$ cat src/rtl/complex_subtractor.sv
// Registered complex subtractor c = a - b for the FFT butterfly.
// Components are {real, imag}; optional saturation with per-component overflow flags.
module complex_subtractor #(
    parameter int WIDTH    = 16,
    parameter bit SATURATE = 1'b1
) (
    input  logic               clk,
    input  logic               reset,
    input  logic               in_valid,
    input  logic [2*WIDTH-1:0] a,
    input  logic [2*WIDTH-1:0] b,
    output logic               out_valid,
    output logic [2*WIDTH-1:0] c,
    output logic [1:0]         ovf
);

    localparam logic [WIDTH-1:0] MAX_VAL = {1'b0, {(WIDTH-1){1'b1}}};
    localparam logic [WIDTH-1:0] MIN_VAL = {1'b1, {(WIDTH-1){1'b0}}};

    // Returns {overflow, result} for one component.
    function automatic logic [WIDTH:0] sub_comp(
        input logic [WIDTH-1:0] x,
        input logic [WIDTH-1:0] y
    );
        logic [WIDTH:0]   d;
        logic             o;
        logic [WIDTH-1:0] r;
        d = {x[WIDTH-1], x} - {y[WIDTH-1], y};
        o = d[WIDTH] ^ d[WIDTH-1];
        r = d[WIDTH-1:0];
        if (o && SATURATE) begin
            r = d[WIDTH] ? MIN_VAL : MAX_VAL;
        end
        return {o, r};
    endfunction

    logic [WIDTH:0] re_res;
    logic [WIDTH:0] im_res;

    always_comb begin
        re_res = sub_comp(a[2*WIDTH-1:WIDTH], b[2*WIDTH-1:WIDTH]);
        im_res = sub_comp(a[WIDTH-1:0], b[WIDTH-1:0]);
    end

    always_ff @(posedge clk or posedge reset) begin
        if (reset) begin
            out_valid <= 1'b0;
            c         <= '0;
            ovf       <= 2'b00;
        end else begin
            out_valid <= in_valid;
            if (in_valid) begin
                c   <= {re_res[WIDTH-1:0], im_res[WIDTH-1:0]};
                ovf <= {re_res[WIDTH], im_res[WIDTH]};
            end
        end
    end

endmodule

$ cat config.mk
export PLATFORM = sky130hd
export DESIGN_NAME = complex_subtractor
export DESIGN_NICKNAME = d
export VERILOG_FILES = /design/src/rtl/complex_subtractor.sv
export SDC_FILE = /design/constraint.sdc
export NUM_CORES = 1
export LEC_CHECK = 0
export CORE_ASPECT_RATIO = 1.5
export CORE_MARGIN = 5
export CORE_UTILIZATION = 45
export DETAILED_ROUTE_END_ITERATION = 10
export DONT_BUFFER_PORTS = 1
export SLEW_MARGIN = 20
export SYNTH_ARGS = -nofsm -noshare
export SYNTH_HDL_FRONTEND = slang
export SYNTH_SLANG_ARGS = --single-unit
$ cat constraint.sdc
create_clock -name clk -period 1.2 [get_ports clk]
set_input_delay 0.12 -clock clk [delete_from_list [all_inputs] [get_ports clk]]
set_output_delay 0.12 -clock clk [all_outputs]
set_load 0.02 [all_outputs]
---- After elaboration in Yosys (flattened, before gate mapping) ----
Index checks and enable logic that the tools add are counted.
operators by class
  add/subtract/negate cells ............... 2
  mux-type cells .......................... 4
  bitwise gates (word level) .............. 2
operator list
  cell            number
  $mux 16         4
  $sub 16x16->17  2
  $xor 1x1->1     2
word-level totals
  bits in registers ....................... 35
  bits of input ports ..................... 67
  output and inout port bits .............. 35
  logic and storage cells ................. 11

---- Longest topological paths before layout ----
Gate-level depths: netlist of the first run.
  word-level depth ........................ 3
  depth in mapped cells ................... 11
  depth with buffers taken out ............ 10

---- Worst setup path after synthesis of the first run ----
No wires, ideal clock.
  path kind ............................... in2reg
  start point ............................. input a[16]
  end point ............................... register ovf[1]
  data arrival time ....................... 2.107 ns
  required time ........................... 1.075 ns
  slack ................................... -1.031 ns
  stages .................................. 11
  path buffers ............................ 1
  path through ............................ inv_1 > ha_1 > fa_1 > nand2b_1 > a21o_1 > a31oi_1 > o21ai_0 > a41oi_1 > buf_2 > xnor2_1 > mux2_2
between the ends
  word-level cells in the longest chain between the ends .. 2
ends and longest elaborated chain
  element               RTL line  RTL
  from (decl)           10        input logic [2*WIDTH-1:0] a,
  $sub 16x16->17        28        d = {x[WIDTH-1], x} - {y[WIDTH-1], y};
  $xor 1x1->1           29        o = d[WIDTH] ^ d[WIDTH-1];
  to (signal assigned)  54        ovf <= {re_res[WIDTH], im_res[WIDTH]};
  to (decl)             14        output logic [1:0] ovf
Every way passes these cells.
A chain may end at the register's enable or synchronous reset.

---- Worst setup path in the final report of the first run ----
  start point ............................. input a[0]
  end point ............................... register c[6]
between the ends
  word-level cells in the longest chain between the ends .. 3
  elaborated cells on any way between the ends .. 4
  those cells by class .................... add/sub: 1; mux: 2; bitwise: 1
ends and longest elaborated chain
  element                                        RTL line  RTL
  $sub 16x16->17 *                               28
  $mux 16 / $xor 1x1->1 (equally long branches)  32, 29
  $mux 16 *                                      31        if (o && SATURATE) begin
  to (signal assigned)                           53        c <= {re_res[WIDTH-1:0], im_res[WIDTH-1:0]};
  to (decl)                                      13        output logic [2*WIDTH-1:0] c,
Mark *: on every way between the ends. The rest lies on a longest branch, timed or not.

==> results_dict.tcl, run 1 <==
set metrics [dict create \
    final_cells 573 \
    antenna_found_initial 0 \
    synth_area_per_cell_sq_um 8.34 \
    drcViolationCount 0 \
    syn_to_final_growth_pct 55.9 \
    grt_setup_unrepaired "yes" \
    die_y_microns 114 \
    synth-edff-count 0 \
    hold_ws_ns -0.152 \
    slew-limit-headroom 0.692 \
    vias 3322 \
    htree_levels 2 \
    syn-instance-count 390 \
    grt_max_degree 36 \
    port_buffers 0 \
    drt-pass1-iter-count 4 \
    finalCritPeriodShare 1.51 \
    end_kind "register" \
    die_w_microns 79.4 \
    setup_slack_ns -0.609 \
    synth.distinct_cells 53 \
    status "complete, but fails checks" \
    netlist_area_sq_um 3250 \
    core_area_sq_um 7130 \
    rrSetupSlack_ns 0.32 \
    design_area_sq_um 5070 \
    clkSlewWorstSetupHoldPaths_ns 0.08 \
    synth_top_area_share 0.269 \
    drtAntennaViolNets 0 \
    drive_gt1_frac 0.460 \
    start_util 0.456 \
    crit_fanout 3 \
    maxSlewViolCount 0 \
    fill_cells 539 \
    finalHoldViolations 12 \
    critical_path_class "in -> reg" \
    rows 38 \
    worstSetupStartpointType "primary input" \
    cts-root-buf "clkbuf_8" \
    max-vdd-ir-drop_uv 580 \
    hp-class "in -> reg" \
    synth_common_cells "a21oi_1 (45), inv_1 (45), dfrtp_1 (35)" \
    synthTopCellsByArea "dfrtp_1 (27%), ha_1 (12%), o2bb2ai_1 (7.5%)" \
    cts_hold_buf 1 \
    ys_seq_area_frac 0.269 \
    synth_nets 491 \
    tightest_slew_ns 0.462 \
    drt_iter0_drc 81 \
    cts_tree "yes" \
    vias_per_cell 5.80 \
    min_period_ns 1.81 \
    cts.sink_count 35 \
    arrival_ns 2.00 \
    overflow 0 \
    cap_violations 0 \
    die_area_sq_um 9060 \
    violations "negative hold slack, negative setup slack" \
    power_leakage_nw 2.20 \
    ys_warn_count 0 \
    finalClockSkew_ns 0 \
    post-dp-hpwl_microns 7480 \
    numCtsBuffers 5 \
    async_reset_ff_frac 1.00 \
    grt_pass1_wl_microns 15400 \
    clk_latency_ns 0.30 \
    gp_congestion 0.873 \
    cts_max_path_buffers 2 \
    grt_use_total 0.214 \
    antennaDiodeCount 0 \
    power.density_nw_per_um2 1140 \
    synth_seq_cells 35 \
    setup_viol 34 \
    grt_pass1_vias 3325 \
    dp.cells 544 \
    synthFlopType "dfrtp_1" \
    wl_per_cell_microns 17.7 \
    wl_microns 10100 \
    synth_top_area_cell "dfrtp_1" \
    fmax_ghz 0.553 \
    cp.required_ns 1.39 \
    final_nets 593 \
    ios 102 \
    dpl_cell_area_sq_um 4240 \
]
==> path summary, 6_finish.rpt <==
path                                  endpoint  depth (start not counted)        startpoint
max                           c[6]$_DFFE_PP0P_                         10              a[0]
min                        out_valid$_DFF_PP0_                          0          in_valid
max reg2reg                   c[6]$_DFFE_PP0P_                          1  c[6]$_DFFE_PP0P_
min reg2reg                   c[8]$_DFFE_PP0P_                          1  c[8]$_DFFE_PP0P_
max in group asynchronous    c[27]$_DFFE_PP0P_                          3             reset
min in group asynchronous   ovf[1]$_DFFE_PP0P_                          3             reset
==> per-layer routing <==
layer | track usage | vias up | routed length (microns)
li1 | - | 1622 | -
met1 | 0.206 | 1613 | 3690
met2 | 0.438 | 76 | 5860
met3 | 0.0457 | 11 | 417
met4 | 0.0596 | 0 | 178
met5 | 0 | - | 0
==> through the flow <==
stage | power, W | hold slack, ns | setup slack (ns) | TNS [ns] | util
floorplan | 0.00350 | 0.151 | -0.940 | -26.35 | -
global placement | 0.00422 | 0.144 | -1.16 | -34.74 | 0.594
detailed placement | 0.00427 | 0.147 | -1.21 | -35.44 | 0.594
CTS | 0.00548 | -0.161 | -0.672 | -19.41 | 0.663
global route | 0.00609 | -0.167 | -0.726 | -21.73 | 0.711
finish | 0.00576 | -0.152 | -0.609 | -18.17 | 0.711
==> flip-flops by register name, summed over array words and instances, names as in the netlist <==
name       count
c             32
out_valid      1
ovf            2
==> cells in the final DEF, fill, tap and decap left out, types with 8 or more instances in the layout <==
master,n
a21o_1,8
a21oi_1,23
a21oi_2,21
buf_4,91
buf_6,14
dfrtp_1,35
ha_1,12
ha_4,18
inv_1,33
inv_2,8
nand2_1,18
nor2_1,19
o21ai_0,11
o21ai_1,16
o2bb2ai_1,18
o2bb2ai_2,10
xnor2_1,12
==> what timing repair did <==
item	4_1_cts	5_1_grt
gates resized for setup	66	48
cloned	0	1
buffers inserted	9	12
pin swaps	40	39
endpoints found under the setup margin	34	34
endpoints found under the hold margin	53	15
==> kinds of logic after synthesis <==
| logic type | Yosys count | share of synthesized area |
|---|---|---|
| buf+inv | 63 | 0.0777 |
| flops | 35 | 0.269 |
| simple gates | 76 | 0.115 |
| mux | 2 | 0.00692 |
| compound gates | 159 | 0.338 |
| fa+ha+maj | 35 | 0.139 |
| xor+xnor | 20 | 0.0538 |
==> worst max-delay path, cell delays in order <==
cell,delay (ns)
clkinv_16,0.02
ha_4,0.13
fa_2,0.20
nor2b_2,0.05
o31a_1,0.28
o31ai_4,0.24
o21ai_2,0.10
a32o_2,0.30
maj3_2,0.30
mux2_4,0.26
==> power breakdown <==
part / switching, W / leakage (nW) / total [W] / internal, W
sequential: 0.000609 / 0.421 / 0.00207 / 0.00146
combinational: 0.00131 / 1.74 / 0.00277 / 0.00146
clock: 0.000506 / 0.0408 / 0.000921 / 0.000415
==> area by class of cell <==
| type | instances | area [sq um] | share of cell area |
|---|---|---|---|
| multi-input combinational | 292 | 2790 | 0.550 |
| timing repair buffer | 113 | 991 | 0.195 |
| sequential | 35 | 876 | 0.173 |
| clock inverter | 3 | 23.8 | 0.00469 |
| clock buffer | 5 | 68.8 | 0.0136 |
| tap | 80 | 100 | 0.0197 |
| inverter | 45 | 220 | 0.0434 |
No activity file was read; power rests on OpenSTA's default activity.
==> run 2: changes to the inputs <==
Settings changed: CORE_UTILIZATION 45 to 40.
==> run 2 against run 1 <==
Via count up 0.93%. The flow still finishes with violations (negative hold slack, negative setup slack). Largest cell class unchanged. Global-route usage down 0.85 points. Critical path depth up 2. Critical endpoint is now c[29]$_DFFE_PP0P_. Setup slack worse by 0.071 ns. Critical path type unchanged. Die area up 11%.
==> results_dict.tcl, run 2 (synthesized netlist as in run 1, its figures left out) <==
set metrics [dict create \
    overflow 0 \
    drcViolationCount 0 \
    clk_latency_ns 0.28 \
    finalHoldViolations 3 \
    die_w_microns 83.6 \
    grt_pass1_wl_microns 16900 \
    final_cells 599 \
    finalCritPeriodShare 1.57 \
    final_cell_mix "buf_4 (90), dfrtp_1 (35), inv_1 (31), a21oi_2 (23), a21oi_1 (21)" \
    post-dp-hpwl_microns 7660 \
    wl_microns 10600 \
    ff_latch_area_sq_um 876 \
    fmax_ghz 0.532 \
    clkSlewWorstSetupHoldPaths_ns 0.06 \
    hold_ws_ns -0.0337 \
    design_area_sq_um 5170 \
    grt_pass1_vias 3532 \
    die_area_sq_um 10100 \
    fill_cells 660 \
    utilization 0.650 \
    max-vdd-ir-drop_uv 569 \
    end_kind "register" \
    start_util 0.409 \
    drt-pass1-iter-count 4 \
    arrival_ns 2.04 \
    antenna_found_initial 0 \
    slew-limit-headroom 0.586 \
    tns_ns -19.71 \
    syn_to_final_growth_pct 58.9 \
    antennaDiodeCount 0 \
    power_frac_seq 0.334 \
    htree_levels 2 \
    cts.sink_count 35 \
    port_buffers 0 \
    top_register "c" \
    dp.cells 563 \
    power_leakage_nw 2.24 \
    crit_slowest_cell "a2111oi_4" \
    die_y_microns 120 \
    drive_gt1_frac 0.468 \
    crit_fanout 5 \
    pwr-share-clk 0.205 \
    top_regs "c x32, ovf x2, out_valid x1" \
    finalPower_w 0.00623 \
    setup_slack_ns -0.681 \
    p_sw_w 0.00248 \
    largest_reg_flops 32 \
    cp.required_ns 1.36 \
    gp_congestion 0.923 \
    worstSetupStartpointType "primary input" \
    power.density_nw_per_um2 1210 \
    status "complete, but fails checks" \
    switching_share 0.398 \
    rows 40 \
    final_common_cell "buf_4" \
    p_int_w 0.00375 \
    core_area_sq_um 7960 \
    critPathMostFrequentCell "buf_6" \
    multi_input_area_sq_um 2780 \
    vias 3353 \
    numCtsBuffers 5 \
    grt_setup_unrepaired "yes" \
    final_nets 594 \
    grt_max_degree 36 \
    violations "negative hold slack, negative setup slack" \
    crit_path_max_incr_delay_ns 0.33 \
    maxSlewViolCount 0 \
    grt_use_total 0.206 \
    drt_iter0_drc 89 \
    share_comb_of_total_power 0.461 \
    wl_per_cell_microns 17.7 \
    cap_violations 0 \
    min_period_ns 1.88 \
    cts_hold_buf 3 \
    drtAntennaViolNets 0 \
    vias_per_cell 5.60 \
    finalClockSkew_ns 0 \
    critical_path_class "in -> reg" \
    rrSetupSlack_ns 0.29 \
    setup_viol 34 \
    crit_path_cell_trace "inv_8 -> ha_4 -> and4_1 -> nand2_1 -> o211ai_1 -> buf_4 -> nor4_4 -> nor3b_4 -> buf_6 -> buf_6 -> a2111oi_4 -> o2bb2ai_1" \
    ios 102 \
    cts_max_path_buffers 2 \
    cts_tree "yes" \
    cts-root-buf "clkbuf_16" \
    hp-class "in -> reg" \
    tightest_slew_ns 0.619 \
    dpl_cell_area_sq_um 4230 \
]
## run 2: cell count changes in the layout (fill, tap and decap cells not counted), sizes merged
cell / change
clkinvlp: -1
buf: -2
dlygate4sd3: +2
clkbuf: +2
## run 2: repair_timing
item / in CTS / in global routing
buffers inserted: 12 / 10
pin swaps: 18 / 37
setup endpoints to repair: 34 / 34
cloned: 2 / 2
resized for setup: 77 / 50
hold endpoints to repair: 45 / 2
## run 2: per-stage QoR
step,setup WS [ns],hold WS [ns]
2_1_floorplan,-0.940,0.151
3_3_place_gp,-1.07,0.147
3_5_place_dp,-1.15,0.153
4_1_cts,-0.637,0.000000666
5_1_grt,-0.767,-0.0266
6_report,-0.681,-0.0337
## run 2: final cells by class
class	instances	area share
clock buffers	6	0.0249
clock inverters	2	0.00242
inverters	45	0.0433
multi-input cells	292	0.538
flip-flops and latches	35	0.169
well taps	105	0.0254
repair buffers	114	0.196
## run 2: path summary, 6_finish.rpt
check	from	endpoint	cells after the start
setup / recovery	b[26]	c[29]$_DFFE_PP0P_	12
hold / removal	in_valid	c[21]$_DFFE_PP0P_	2
setup reg to reg	c[6]$_DFFE_PP0P_	c[6]$_DFFE_PP0P_	1
hold reg to reg	c[30]$_DFFE_PP0P_	c[30]$_DFFE_PP0P_	1
max in group asynchronous	reset	ovf[0]$_DFFE_PP0P_	3
min in group asynchronous	reset	c[29]$_DFFE_PP0P_	3
## run 2: critical path: cells and delay by family
kind                       cells  cell delay, ns
and+or+nand+nor                4            0.70
AOI/OAI and AO/OA              3            0.55
buffers and inverters          4            0.43
adders and majority gates      1            0.24
## run 2: power groups by stage
stage	Combinational [W]	Clock, W	Sequential, W
6_report	0.00287	0.00128	0.00208
5_1_grt	0.00314	0.00136	0.00212
4_1_cts	0.00253	0.00130	0.00209
3_5_place_dp	0.00215	0	0.00210
3_3_place_gp	0.00210	0	0.00210
2_1_floorplan	0.00152	0	0.00198
## run 2: metal layers
metal / wire (microns) / up-vias / track usage
met5: 0 / - / 0
met4: 235 / 0 / 0.0805
met3: 448 / 21 / 0.0443
met2: 6050 / 79 / 0.408
met1: 3890 / 1620 / 0.203
li1: - / 1633 / -
==> run 3: changes to the inputs <==
Settings changed: RECOVER_POWER set to 100.
==> run 3 against run 2 <==
The flow still finishes with violations (negative hold slack, negative setup slack). Sequential share of layout area is the same. Count of clock-buffer cells in the layout is the same. Clock power is essentially flat.
==> results_dict.tcl, run 3 (synthesized netlist as in run 1, its figures left out) <==
set metrics [dict create \
    rows 40 \
    vias_per_cell 5.58 \
    final_common_cell "buf_4" \
    power.density_nw_per_um2 1200 \
    largest_reg_flops 32 \
    slew-limit-headroom 0.588 \
    reg2reg_depth 1 \
    final_nets 594 \
    cts_hold_buf 3 \
    die_w_microns 83.6 \
    die_y_microns 120 \
    gp_congestion 0.923 \
    grt_max_degree 36 \
    finalClockSkew_ns 0 \
    drtAntennaViolNets 0 \
    switching_share 0.397 \
    tns_ns -19.55 \
    share_comb_of_total_power 0.461 \
    clkSlewWorstSetupHoldPaths_ns 0.06 \
    end_kind "register" \
    numCtsBuffers 5 \
    design_area_sq_um 5170 \
    ios 102 \
    top_register "c" \
    die_area_sq_um 10100 \
    finalCritPeriodShare 1.57 \
    hold_ws_ns -0.0343 \
    max-vdd-ir-drop_uv 566 \
    final_cell_mix "buf_4 (89), dfrtp_1 (35), inv_1 (31), a21oi_2 (23), a21oi_1 (21)" \
    drcViolationCount 0 \
    hold_start "in_valid" \
    core_area_sq_um 7960 \
    violations "negative hold slack, negative setup slack" \
    cts.sink_count 35 \
    grt_pass1_wl_microns 16900 \
    tightest_slew_ns 0.616 \
    start_util 0.409 \
    holdPathStages 2 \
    fill_cells 660 \
    p_int_w 0.00375 \
    grt_pass1_vias 3532 \
    dpl_cell_area_sq_um 4230 \
    p_sw_w 0.00247 \
    critical_path_class "in -> reg" \
    cts-root-buf "clkbuf_16" \
    clk_latency_ns 0.28 \
    finalHoldViolations 3 \
    top_regs "c x32, ovf x2, out_valid x1" \
    reg2reg_from "c[6]$_DFFE_PP0P_" \
    power_leakage_nw 2.24 \
    maxSlewViolCount 0 \
    grt_use_total 0.206 \
    cap_violations 0 \
    rrSetupSlack_ns 0.30 \
    worstSetupStartpointType "primary input" \
    multi_input_area_sq_um 2780 \
    pwr-share-clk 0.205 \
    ff_latch_area_sq_um 876 \
    grt_setup_unrepaired "yes" \
    fmax_ghz 0.532 \
    drive_gt1_frac 0.468 \
    arrival_ns 2.04 \
    antennaDiodeCount 0 \
    power_frac_seq 0.334 \
    wl_per_cell_microns 17.7 \
    syn_to_final_growth_pct 58.9 \
    setup_viol 34 \
    vias 3345 \
    overflow 0 \
    drt_iter0_drc 95 \
    min_to "c[21]$_DFFE_PP0P_" \
    min_period_ns 1.88 \
    r2r_end "c[6]$_DFFE_PP0P_" \
    final_cells 599 \
    htree_levels 2 \
    setup_slack_ns -0.681 \
    cts_tree "yes" \
    drt-pass1-iter-count 4 \
    cts_max_path_buffers 2 \
    cp.required_ns 1.36 \
    antenna_found_initial 0 \
    dp.cells 563 \
    post-dp-hpwl_microns 7660 \
    crit_fanout 5 \
    hp-class "in -> reg" \
    wl_microns 10600 \
    utilization 0.650 \
    status "complete, but fails checks" \
    port_buffers 0 \
]
run 3: changes by cell type in the layout (fill, tap and decap cells not counted):
cell	previous run	this run
buf_4	90	89
clkbuf_4	0	1
run 3: final cells by class:
class	count	share of cell area
multi-input cells	292	0.538
repair buffers	114	0.196
flip-flops and latches	35	0.169
inverters	45	0.0433
well taps	105	0.0254
clock buffers	6	0.0249
clock inverters	2	0.00242
run 3: how the worst max path moves through the flow:
stage	start	end	slack [ns]	depth (start not counted)
after global routing	b[19]	c[18]$_DFFE_PP0P_	-0.77	12
after CTS	b[1]	c[6]$_DFFE_PP0P_	-0.64	10
after floorplan	a[0]	c[6]$_DFFE_PP0P_	-0.94	10
after detailed placement	b[7]	c[6]$_DFFE_PP0P_	-1.15	9
after global placement	b[7]	c[6]$_DFFE_PP0P_	-1.07	9
final	b[26]	c[29]$_DFFE_PP0P_	-0.68	12
run 3: critical path: stages:
cell       delay (ns)
inv_8            0.01
ha_4             0.24
and4_1           0.22
nand2_1          0.08
o211ai_1         0.11
buf_4            0.17
nor4_4           0.31
nor3b_4          0.09
buf_6            0.14
buf_6            0.11
a2111oi_4        0.33
o2bb2ai_1        0.11
run 3: routing by layer:
metal | vias to the layer above | part of all wire | track usage | wire, microns
met3 | 19 | 0.042 | 0.0443 | 442
met2 | 79 | 0.57 | 0.408 | 6030
met1 | 1614 | 0.37 | 0.203 | 3870
met4 | 0 | 0.022 | 0.0805 | 234
met5 | - | 0 | 0 | 0
li1 | 1633 | - | - | -
run 3: what timing repair did:
item,CTS,global route
setup endpoints to repair,34,34
cloned,2,2
pin swaps,18,37
hold endpoints to repair,45,2
setup buffers,12,10
resized for setup,77,50
run 3: power groups by stage:
stage / combinational, W / sequential, W / clock, W
final: 0.00287 / 0.00208 / 0.00127
after global routing: 0.00314 / 0.00212 / 0.00136
after CTS: 0.00253 / 0.00209 / 0.00130
after detailed placement: 0.00215 / 0.00210 / 0
after global placement: 0.00210 / 0.00210 / 0
after floorplan: 0.00152 / 0.00198 / 0
run 3: stage by stage:
step           total power, W  setup WS, ns  hold slack (ns)
2_1_floorplan         0.00350        -0.940            0.151
3_3_place_gp          0.00420         -1.07            0.147
3_5_place_dp          0.00425         -1.15            0.153
4_1_cts               0.00592        -0.637      0.000000666
5_1_grt               0.00663        -0.767          -0.0266
6_report              0.00622        -0.681          -0.0343
